[src/rtl/util_fifo_pkg.sv]
// rtl/util_fifo_pkg.sv - shared types and width helpers for the FIFO drain scheduler
//
// Purpose: FSM state encoding plus width-derivation functions used by the
// round-robin drain block and its stream interface.
//   cnt_width(depth)  : occupancy counter width, $clog2(depth)+1
//   ch_width(num_ch)  : channel index width, never less than 1
//   beat_width(len)   : burst beat counter width, $clog2(len)+1
package util_fifo_pkg;

  typedef enum logic [0:0] {
    IDLE  = 1'b0,
    BURST = 1'b1
  } drain_state_e;

  function automatic int cnt_width(input int depth);
    return $clog2(depth) + 1;
  endfunction

  function automatic int ch_width(input int num_ch);
    return (num_ch > 1) ? $clog2(num_ch) : 1;
  endfunction

  function automatic int beat_width(input int burst_len);
    return $clog2(burst_len) + 1;
  endfunction

endpackage

[src/rtl/util_fifo_rr_drain_if.sv]
// rtl/util_fifo_rr_drain_if.sv - valid/ready output stream of the FIFO drain scheduler
//
// Purpose: bundles the drained word stream.
//   m_data  : output word
//   m_valid : word valid (never depends on m_ready)
//   m_ready : downstream ready
//   m_chan  : source channel of m_data
//   m_last  : final word of the current burst
// Modports: master (scheduler side), slave (downstream side).
interface util_fifo_rr_drain_if
  import util_fifo_pkg::*;
#(
  parameter int NUM_CH     = 4,
  parameter int DATA_WIDTH = 32
);

  localparam int CH_W = ch_width(NUM_CH);

  logic [DATA_WIDTH-1:0] m_data;
  logic                  m_valid;
  logic                  m_ready;
  logic [CH_W-1:0]       m_chan;
  logic                  m_last;

  modport master (
    output m_data,
    output m_valid,
    output m_chan,
    output m_last,
    input  m_ready
  );

  modport slave (
    input  m_data,
    input  m_valid,
    input  m_chan,
    input  m_last,
    output m_ready
  );

endinterface

[src/rtl/util_rr_pick.sv]
// rtl/util_rr_pick.sv - combinational rotating-priority pick from a request vector
//
// Purpose: returns the first set request found searching upward from ptr,
// wrapping modulo N. Reusable by any round-robin arbiter.
//   req     : request vector, one bit per requester
//   ptr     : starting index of the search (must be < N)
//   grant   : index of the selected requester (0 when none)
//   any_req : at least one request is set
module util_rr_pick #(
  parameter int N = 4,
  parameter int W = 2
) (
  input  logic [N-1:0] req,
  input  logic [W-1:0] ptr,
  output logic [W-1:0] grant,
  output logic         any_req
);

  int           idx;
  logic [W-1:0] cand;

  // Walk offsets 0..N-1 from ptr; the first hit latches and later hits are ignored.
  always_comb begin
    grant   = '0;
    any_req = 1'b0;
    idx     = 0;
    cand    = '0;
    for (int k = 0; k < N; k++) begin
      idx = int'(ptr) + k;
      if (idx >= N) begin
        idx = idx - N;
      end
      cand = W'(idx);
      if (!any_req && req[cand]) begin
        grant   = cand;
        any_req = 1'b1;
      end
    end
  end

endmodule

[src/rtl/util_fifo_rr_drain.sv]
// rtl/util_fifo_rr_drain.sv - round-robin burst drain of NUM_CH FIFOs onto one stream
//
// Purpose: grants one FIFO at a time and pops up to BURST_LEN words from it,
// presenting them on a valid/ready stream tagged with channel and end of burst.
//   clk, rst   : clock, synchronous active-high reset
//   ch_en      : per-channel enable mask
//   flush      : lets any non-empty enabled channel go below the burst threshold
//   fifo_dout  : head word of each FIFO, channel i at [i*DATA_WIDTH +: DATA_WIDTH]
//   fifo_dcnt  : occupancy of each FIFO, channel i at [i*CNT_W +: CNT_W]
//   fifo_empty : per-FIFO empty flags
//   fifo_rden  : per-FIFO pop strobes, at most one high
//   busy       : a grant is held
//   m_stream   : output stream (master modport)
module util_fifo_rr_drain
  import util_fifo_pkg::*;
#(
  parameter  int NUM_CH     = 4,
  parameter  int DATA_WIDTH = 32,
  parameter  int FIFO_DEPTH = 128,
  parameter  int BURST_LEN  = 16,
  localparam int CNT_W      = cnt_width(FIFO_DEPTH),
  localparam int CH_W       = ch_width(NUM_CH)
) (
  input  logic                         clk,
  input  logic                         rst,
  input  logic [NUM_CH-1:0]            ch_en,
  input  logic                         flush,
  input  logic [NUM_CH*DATA_WIDTH-1:0] fifo_dout,
  input  logic [NUM_CH*CNT_W-1:0]      fifo_dcnt,
  input  logic [NUM_CH-1:0]            fifo_empty,
  output logic [NUM_CH-1:0]            fifo_rden,
  output logic                         busy,
  util_fifo_rr_drain_if.master         m_stream
);

  localparam int                BEAT_W    = beat_width(BURST_LEN);
  localparam logic [CNT_W-1:0]  THRESH    = CNT_W'(BURST_LEN);
  localparam logic [BEAT_W-1:0] LAST_BEAT = BEAT_W'(BURST_LEN - 1);
  localparam logic [CH_W-1:0]   LAST_CH   = CH_W'(NUM_CH - 1);

  drain_state_e          state, state_next;
  logic [CH_W-1:0]       rr_ptr, rr_ptr_next;
  logic [CH_W-1:0]       grant, grant_next;
  logic [BEAT_W-1:0]     beat_cnt, beat_cnt_next;

  logic [DATA_WIDTH-1:0] dout_arr [NUM_CH];
  logic [CNT_W-1:0]      dcnt_arr [NUM_CH];
  logic [NUM_CH-1:0]     elig;
  logic [CH_W-1:0]       pick;
  logic                  any_elig;

  logic                  in_burst;
  logic [CH_W-1:0]       sel;
  logic                  valid;
  logic                  last;
  logic                  beat;

  for (genvar i = 0; i < NUM_CH; i++) begin : g_ch
    assign dout_arr[i] = fifo_dout[i*DATA_WIDTH +: DATA_WIDTH];
    assign dcnt_arr[i] = fifo_dcnt[i*CNT_W +: CNT_W];
    assign elig[i]     = ch_en[i] & ~fifo_empty[i] & ((dcnt_arr[i] >= THRESH) | flush);
  end

  util_rr_pick #(
    .N (NUM_CH),
    .W (CH_W)
  ) u_pick (
    .req     (elig),
    .ptr     (rr_ptr),
    .grant   (pick),
    .any_req (any_elig)
  );

  // Reset is folded into the output path so that the reset cycle itself already
  // shows an idle stream and no pop, even though state still holds the old burst.
  assign in_burst = ~rst & (state == BURST);
  assign sel      = rst ? '0 : grant;

  // Ending on dcnt==1 keeps a burst from stalling on a FIFO it just emptied.
  assign valid = in_burst & ~fifo_empty[sel];
  assign last  = valid & ((beat_cnt == LAST_BEAT) | (dcnt_arr[sel] == CNT_W'(1)));
  assign beat  = valid & m_stream.m_ready;

  assign m_stream.m_valid = valid;
  assign m_stream.m_last  = last;
  assign m_stream.m_data  = dout_arr[sel];
  assign m_stream.m_chan  = sel;
  assign busy             = in_burst;

  always_comb begin
    fifo_rden      = '0;
    fifo_rden[sel] = beat;
  end

  always_comb begin
    state_next    = state;
    rr_ptr_next   = rr_ptr;
    grant_next    = grant;
    beat_cnt_next = beat_cnt;
    case (state)
      IDLE: begin
        if (any_elig) begin
          grant_next    = pick;
          beat_cnt_next = '0;
          state_next    = BURST;
        end
      end
      BURST: begin
        if (beat) begin
          beat_cnt_next = beat_cnt + 1'b1;
          if (last) begin
            state_next  = IDLE;
            rr_ptr_next = (grant == LAST_CH) ? '0 : grant + 1'b1;
          end
        end
      end
      default: state_next = IDLE;
    endcase
  end

  always_ff @(posedge clk) begin
    if (rst) begin
      state    <= IDLE;
      rr_ptr   <= '0;
      grant    <= '0;
      beat_cnt <= '0;
    end else begin
      state    <= state_next;
      rr_ptr   <= rr_ptr_next;
      grant    <= grant_next;
      beat_cnt <= beat_cnt_next;
    end
  end

endmodule

[src/flat_wrapper.sv]
// flat-port wrapper written by rule: the top's interface ports become plain ports
module util_fifo_rr_drain_flat import util_fifo_pkg::*;
#(
  parameter  int NUM_CH     = 4,
  parameter  int DATA_WIDTH = 32,
  parameter  int FIFO_DEPTH = 128,
  parameter  int BURST_LEN  = 16,
  localparam int CNT_W      = cnt_width(FIFO_DEPTH),
  localparam int CH_W       = ch_width(NUM_CH)
)
  (clk, rst, ch_en, flush, fifo_dout, fifo_dcnt, fifo_empty, fifo_rden, busy, m_stream_m_data, m_stream_m_valid, m_stream_m_chan, m_stream_m_last, m_stream_m_ready);
  util_fifo_rr_drain_if #(.NUM_CH(NUM_CH), .DATA_WIDTH(DATA_WIDTH)) m_stream_i ();
  input  logic clk;
  input  logic rst;
  input  logic [NUM_CH-1:0] ch_en;
  input  logic flush;
  input  logic [NUM_CH*DATA_WIDTH-1:0] fifo_dout;
  input  logic [NUM_CH*CNT_W-1:0] fifo_dcnt;
  input  logic [NUM_CH-1:0] fifo_empty;
  output logic [NUM_CH-1:0] fifo_rden;
  output logic busy;
  output wire logic [$bits(m_stream_i.m_data)-1:0] m_stream_m_data;
  output wire logic [$bits(m_stream_i.m_valid)-1:0] m_stream_m_valid;
  output wire logic [$bits(m_stream_i.m_chan)-1:0] m_stream_m_chan;
  output wire logic [$bits(m_stream_i.m_last)-1:0] m_stream_m_last;
  input wire logic [$bits(m_stream_i.m_ready)-1:0] m_stream_m_ready;
  assign m_stream_m_data = m_stream_i.m_data;
  assign m_stream_m_valid = m_stream_i.m_valid;
  assign m_stream_m_chan = m_stream_i.m_chan;
  assign m_stream_m_last = m_stream_i.m_last;
  assign m_stream_i.m_ready = m_stream_m_ready;
  util_fifo_rr_drain #(.NUM_CH(NUM_CH), .DATA_WIDTH(DATA_WIDTH), .FIFO_DEPTH(FIFO_DEPTH), .BURST_LEN(BURST_LEN)) u_core (.clk(clk), .rst(rst), .ch_en(ch_en), .flush(flush), .fifo_dout(fifo_dout), .fifo_dcnt(fifo_dcnt), .fifo_empty(fifo_empty), .fifo_rden(fifo_rden), .busy(busy), .m_stream(m_stream_i));
endmodule
[config.mk]
export PLATFORM = sky130hd
export DESIGN_NAME = util_fifo_rr_drain_flat
export DESIGN_NICKNAME = d
export VERILOG_FILES = /design/src/rtl/util_fifo_pkg.sv /design/src/rtl/util_fifo_rr_drain_if.sv /design/src/rtl/util_rr_pick.sv /design/src/rtl/util_fifo_rr_drain.sv /design/src/flat_wrapper.sv
export SDC_FILE = /design/constraint.sdc
export NUM_CORES = 1
export LEC_CHECK = 0
export BUFFER_PORTS_ARGS = -buffer_cell sky130_fd_sc_hd__buf_2
export CORE_AREA = 4 4 83 85
export DETAILED_ROUTE_END_ITERATION = 12
export DIE_AREA = 0 0 87 89
export PLACE_DENSITY = 0.82
export SLEW_MARGIN = 20
export SYNTH_ARGS = -nofsm -noshare
export SYNTH_HDL_FRONTEND = slang
export SYNTH_SLANG_ARGS = --single-unit
[constraint.sdc]
create_clock -name clk -period 2.2 [get_ports clk]
set_clock_uncertainty 0.2 [all_clocks]
set_input_delay 0.11 -clock clk [delete_from_list [all_inputs] [get_ports clk]]
set_output_delay 0.11 -clock clk [all_outputs]
set_load 0.01 [all_outputs]
* Yosys cells after proc, flatten, opt, wreduce, memory -nomap -nowiden
Index checks and enable logic that the tools add are counted.
** Cells by class
- Bitwise gates (word level) :: 26
- Multiplexer cells :: 39
- Order comparisons :: 15
- Equality and inequality tests :: 5
- $add $sub $neg :: 9
- Reduce and logical (&&, ||, !) cells :: 10
** Operators with widths (number)
- binary-select mux 32 bit (select 2 bit) :: 1
- 2-to-1 mux 32 bit :: 2
- greater-or-equal comparator 8 x 5 -> 1 bit, second input constant :: 4
- 2-to-1 mux 2 bit :: 10
- binary-select mux 8 bit (select 2 bit) :: 1
- 2-to-1 mux 8 bit :: 2
- < comparator 2 x 3 -> 1 bit, second input constant :: 5
- 2-to-1 mux 1 bit :: 13
- AND 1 bit :: 12
- greater-or-equal comparator 3 bit, second input constant :: 4
- binary-select mux 1 bit (select 2 bit) :: 5
- 2-to-1 mux 5 bit :: 2
- one-hot mux 5 bit (2 select lines) :: 1
- equality test 8 x 1 -> 1 bit, second input constant :: 1
- subtractor 2 x 1 -> 2 bit, second input constant :: 4
- inverter 1 bit :: 7
- adder 2 x 2 -> 3 bit, second input constant :: 2
- adder 5 x 1 -> 5 bit, second input constant :: 1
- equality test 5 x 4 -> 1 bit, second input constant :: 1
- bitwise OR 1 bit :: 5
- AND 4 bit :: 1
- logical AND 1 bit :: 4
- AND reduction 2 bit :: 2
- adder 2 x 1 -> 3 bit, second input constant :: 1
- 11 further kinds :: 13
** Word-level totals
- Bits of input ports :: 172
- Bits in registers :: 10

* Depth between registers and ports, before layout
- Depth in word-level cells :: 17
- Gate-level depth with buffers :: 7

* By module
Synthesis repeated with hierarchy kept, for this count alone.
** Second synthesis, totals
- Cells, all modules :: 231
- Area, all modules :: 1636.6 um^2
** By module, submodules not included
- util_fifo_rr_drain :: cells each 216, instances 1, area an instance 1559.0 um^2
- util_rr_pick :: cells each 15, instances 1, area an instance 77.6 um^2

* Least setup slack after synthesis
No wires, ideal clock.
- Kind :: register to register
- Start point :: register u_core.grant[1]
- End point :: register u_core.rr_ptr[1]
- Path slack :: -22 ps
- Clock period less this slack :: 2222 ps
- Library setup time :: 95 ps
- Cell stages (with the launch flop) :: 6
- Data arrival time :: 1926 ps
- Cells stage by stage :: dfxtp_1 > mux4_2 > or2_1 > buf_6 > or4_1 > o311ai_1
** On the way
- Cells in the longest elaborated chain, start to end :: 9
- Elaborated cells on any way between the ends :: 17
- Those cells by class :: add/sub: 1; eq/ne: 2; mux: 7; bitwise: 6; reduce/logical: 1
** Ends and longest elaborated chain
- start, declared :: line util_fifo_rr_drain.sv:43 : logic [CH_W-1:0] grant, grant_next;
- start signal, assigned :: line util_fifo_rr_drain.sv:130 : grant <= grant_next;
- 2-to-1 mux 2 bit :: line util_fifo_rr_drain.sv:77 : assign sel = rst ? '0 : grant;
- inverter 2 -> 3 bit (implied by the code) :: line util_fifo_rr_drain.sv:81 : assign last = valid & ((beat_cnt == LAST_BEAT) | (dcnt_arr[sel] == CNT_W'(1)));
- binary-select mux 8 bit (select 2 bit) :: line util_fifo_rr_drain.sv:81
- 2-to-1 mux 8 bit (implied by the code) (2 in a row) :: line util_fifo_rr_drain.sv:81
- equality test 8 x 1 -> 1 bit :: line util_fifo_rr_drain.sv:81
- bitwise OR 1 bit :: line util_fifo_rr_drain.sv:81
- AND 1 bit :: line util_fifo_rr_drain.sv:81
- AND reduction 3 bit (no source line)
- end signal, assigned :: line util_fifo_rr_drain.sv:129 : rr_ptr <= rr_ptr_next;
- end, declared :: line util_fifo_rr_drain.sv:42 : logic [CH_W-1:0] rr_ptr, rr_ptr_next;
Parallel ways exist; a longest one is shown, timed or not. The select of a mux whose other input is x is not followed.
A chain may end at the register's enable or synchronous reset.

* Final worst setup path
- Start point :: register u_core.grant[0]
- End point :: output port m_stream_m_last
** On the way
- Cells in the longest elaborated chain, start to end :: 8
- Elaborated cells on any way between the ends :: 12
- Those cells by class :: eq/ne: 1; mux: 6; bitwise: 5
** Ends and longest elaborated chain
- 2-to-1 mux 2 bit * :: line util_fifo_rr_drain.sv:77
- inverter 2 -> 3 bit (implied by the code) :: line util_fifo_rr_drain.sv:81
- binary-select mux 8 bit (select 2 bit) :: line util_fifo_rr_drain.sv:81
- 2-to-1 mux 8 bit (implied by the code) (2 in a row) :: line util_fifo_rr_drain.sv:81
- equality test 8 x 1 -> 1 bit :: line util_fifo_rr_drain.sv:81
- bitwise OR 1 bit :: line util_fifo_rr_drain.sv:81
- AND 1 bit * :: line util_fifo_rr_drain.sv:81
- end, declared :: line flat_wrapper.sv:25 : output wire logic [$bits(m_stream_i.m_last)-1:0] m_stream_m_last;
Every way passes the cells marked *; elsewhere a longest branch is shown, timed or not. The select of a mux whose other input is x is not followed.

==> flow_summary_export.csv <==
group,metric,value,unit
power_and_ir_drop,peakVddDrop,0.145,mV
die,initial_utilization,0.310,
die,die_w,87,µm
yosys,yosys_warnings,0,
die,design.core.area,6200,µm²
finish,drive_above_1_share,0.517,
die,io_pins,213,
routing,viasPerCell,5.32,
critical_path,worst_setup_path_end_kind,"primary output",
yosys,synthMuxAreaShare,0.125,
clocking,clk_path_buf_depth,2,
routing,wl,9.31,mm
grt,track_usage,0.213,
grt,grt_pass1_vias,2796,
yosys,synth_cell_types,49,
routing,drt-initial-drc-count,246,
yosys,avgSynthCellArea,6.66,µm²
grt,overflow,0,
timing,tightestPinTransition,0.576,ns
finish,area_delta_synth_final,71.5,%
grt,antenna_found_initial,0,
timing,setup_tns,-0.0522,ns
power_and_ir_drop,power.density,329,nW/µm²
die,die_h,89,µm
critical_path,slowest_stage,"or4b_4",
finish,diodes,0,
yosys,synthAdderAreaFrac,0.0195,
yosys,yosys-top-cells-area,"a22oi_1, dfxtp_1, nor2_1, mux2i_1, a221oi_1",
yosys,synth.most_common_cell,"nor2_1",
critical_path,crit_buf_inv,1,
timing,hold_viol,0,
placed_design,dpl.hpwl,7.58,mm
critical_path,crit_fanout,3,
clocking,numCtsBuffers,3,
yosys,synthArstFlopShare,0,
routing,final_antenna_net_count,0,
critical_path,crit_family,"simple AND/OR/NAND/NOR gates",
yosys,syn_inst,289,
grt,grt_max_degree,33,
yosys,synth_fp_nets,464,
critical_path,start_kind,"flip-flop",
clocking,cts_tree,"built",
yosys,synth_compound_area_frac,0.365,
timing,fin_hold_ws,0.177,ns
timing,max_slew_margin,0.611,
timing,fin_crit,2.25,ns
yosys,yosysTopAreaCell,"a22oi_1",
timing,fmax,445,MHz
routing,firstDrtPassIters,6,
yosys,ys_seq_area_frac,0.104,
yosys,syn_area,1920,µm²
clocking,clk_latency,0.25,ns
clocking,cts_root_buf,"clkbuf_8",
outcome,status,"complete, but fails checks",
critical_path,worstPathCellList,"or4b_4 > o211ai_1 > nand4_1 > o21bai_1 > and2_1 > buf_2",
placed_design,portBuffers,212,
clocking,htree_levels,1,
die,rows,29,
routing,route.detailed.drc,0,
placed_design,gp_congestion,0.888,
finish,fin_util,0.532,
yosys,synth-seq-cells,10,
yosys,synth_simple_gate_area_share,0.300,
timing,setup_viol,2,
placed_design,post-place-ws,-0.0541,ns
timing,grt_setup_unrepaired,"true",
power_and_ir_drop,power_leakage,1.72,nW
die,die_area,7740,µm²
clocking,hold_buffers,0,
yosys,synthXorXnorAreaFrac,0,
finish,nNetsFinal,683,
critical_path,cp.required,1.89,ns
hold_path,hp-class,"in2reg",
clocking,clock-sinks,10,
critical_path,cp_slowest_stage_delay,0.47,ns
routing,routed-via-count,3107,
critical_path,critical_path_arrival,1.94,ns
timing,final_max_slew_viol_count,0,
timing,period_share,1.02,
finish,fill_cells,597,
yosys,synth_edf_count,0,
yosys,synthTopCellsByCount,"nor2_1, a22oi_1, nand2_1, inv_1, a21oi_1",
job,drv_cap,0,
critical_path,worst-setup-path-type,"reg2out",
placed_design,dpl_cell_area,3140,µm²
finish,final_cell_area,3300,µm²
clocking,path_clk_slew,0.05,ns
timing,setup_ws,-0.0476,ns
grt,grt_pass1_wl,13.3,mm
yosys,synth_top_area_share,0.137,
outcome,violations,"negative setup slack",
routing,wl_per_cell,15.9,µm
yosys,ys.flop_type,"dfxtp_1",
yosys,synth_top_family_by_area,"compound AO/OA/AOI/OAI gates",
[logic make-up (layout without fill, tap and decap cells)]
kind of cell,after synthesis,after routing
AO/OA/AOI/OAI,99,99
multiplexers,22,22
adder cells (fa/ha/maj),3,3
flip-flops,10,10
buffers and inverters,41,259
AND/OR/NAND/NOR,114,114
[cell usage in the layout, fill, tap and decap left out, types with 3 or more instances in the layout]
cell | synthesis | final
buf_2 | 2 | 212
nor2_1 | 47 | 46
a22oi_1 | 35 | 35
nand2_1 | 21 | 21
inv_1 | 19 | 19
buf_4 | 1 | 19
a21oi_1 | 17 | 17
mux2i_1 | 15 | 15
a221oi_1 | 14 | 14
o21ai_0 | 9 | 9
nor2b_1 | 8 | 8
dfxtp_1 | 10 | 8
mux2_2 | 6 | 6
nand2b_1 | 6 | 6
or4_1 | 6 | 5
and2b_1 | 4 | 4
and2_1 | 4 | 4
clkbuf_8 | 0 | 4
buf_6 | 1 | 4
o21bai_1 | 3 | 3
o21ai_1 | 3 | 3
ha_1 | 3 | 3
[repair_timing]
action                                  4_1_cts  5_1_grt
endpoints found under the setup margin        4       14
resized for setup                             7       10
setup buffers                                 2        2
pin swaps                                     5        5
[worst reg2reg max path, delay by kind of cell (launching register included)]
| kind | cells | cell delay (ns) |
|---|---|---|
| DFF | 1 | 0.35 |
| buffers and inverters | 1 | 0.21 |
| and+or+nand+nor | 3 | 1.10 |
| AOI/OAI and AO/OA | 2 | 0.22 |
[state kept, by name (all words and copies together), names as in the netlist]
signal / count
u_core.state: 1
u_core.rr_ptr: 2
u_core.grant: 2
u_core.beat_cnt: 5
[final timing paths]
| check | from | slack, ns | cells after the start | end |
|---|---|---|---|---|
| setup / recovery | u_core.grant[0]$_SDFFE_PP0P_ | -0.05 | 6 | m_stream_m_last |
| hold / removal | rst | 0.18 | 3 | u_core.grant[0]$_SDFFE_PP0P_ |
| setup reg to reg | u_core.grant[0]$_SDFFE_PP0P_ | 0.03 | 6 | u_core.rr_ptr[1]$_SDFFE_PP0P_ |
| hold reg to reg | u_core.beat_cnt[4]$_SDFFE_PP0P_ | 0.28 | 2 | u_core.beat_cnt[4]$_SDFFE_PP0P_ |
[layer usage]
layer,routed length (µm),global-route usage,share of wire
met1,3880,0.298,0.42
met3,919,0.0424,0.099
met4,107,0.0425,0.011
met5,0,0,0
met2,4410,0.340,0.47
[stage by stage]
step | std cells | power [mW]
after floorplan | 289 | 0.508
after global placement | 576 | 0.798
after detailed placement | 576 | 0.810
after CTS | 582 | 1.06
after global routing | 584 | 1.16
final | 584 | 1.09
[area by class of cell]
cell class                 instances  area, µm²  share of cell area
timing repair buffer             236       1270               0.385
tap                               77       96.3              0.0292
multi-input combinational        238       1610               0.487
clock buffer                       4       55.1              0.0167
sequential                        10        203              0.0614
inverter                          19       71.3              0.0216
[power by group]
part | internal (mW) | leakage [nW] | switching, mW
logic | 0.319 | 1.61 | 0.326
clock network | 0.158 | 0.0288 | 0.0847
registers | 0.190 | 0.0820 | 0.00917
No activity file was read; power rests on OpenSTA's default activity.
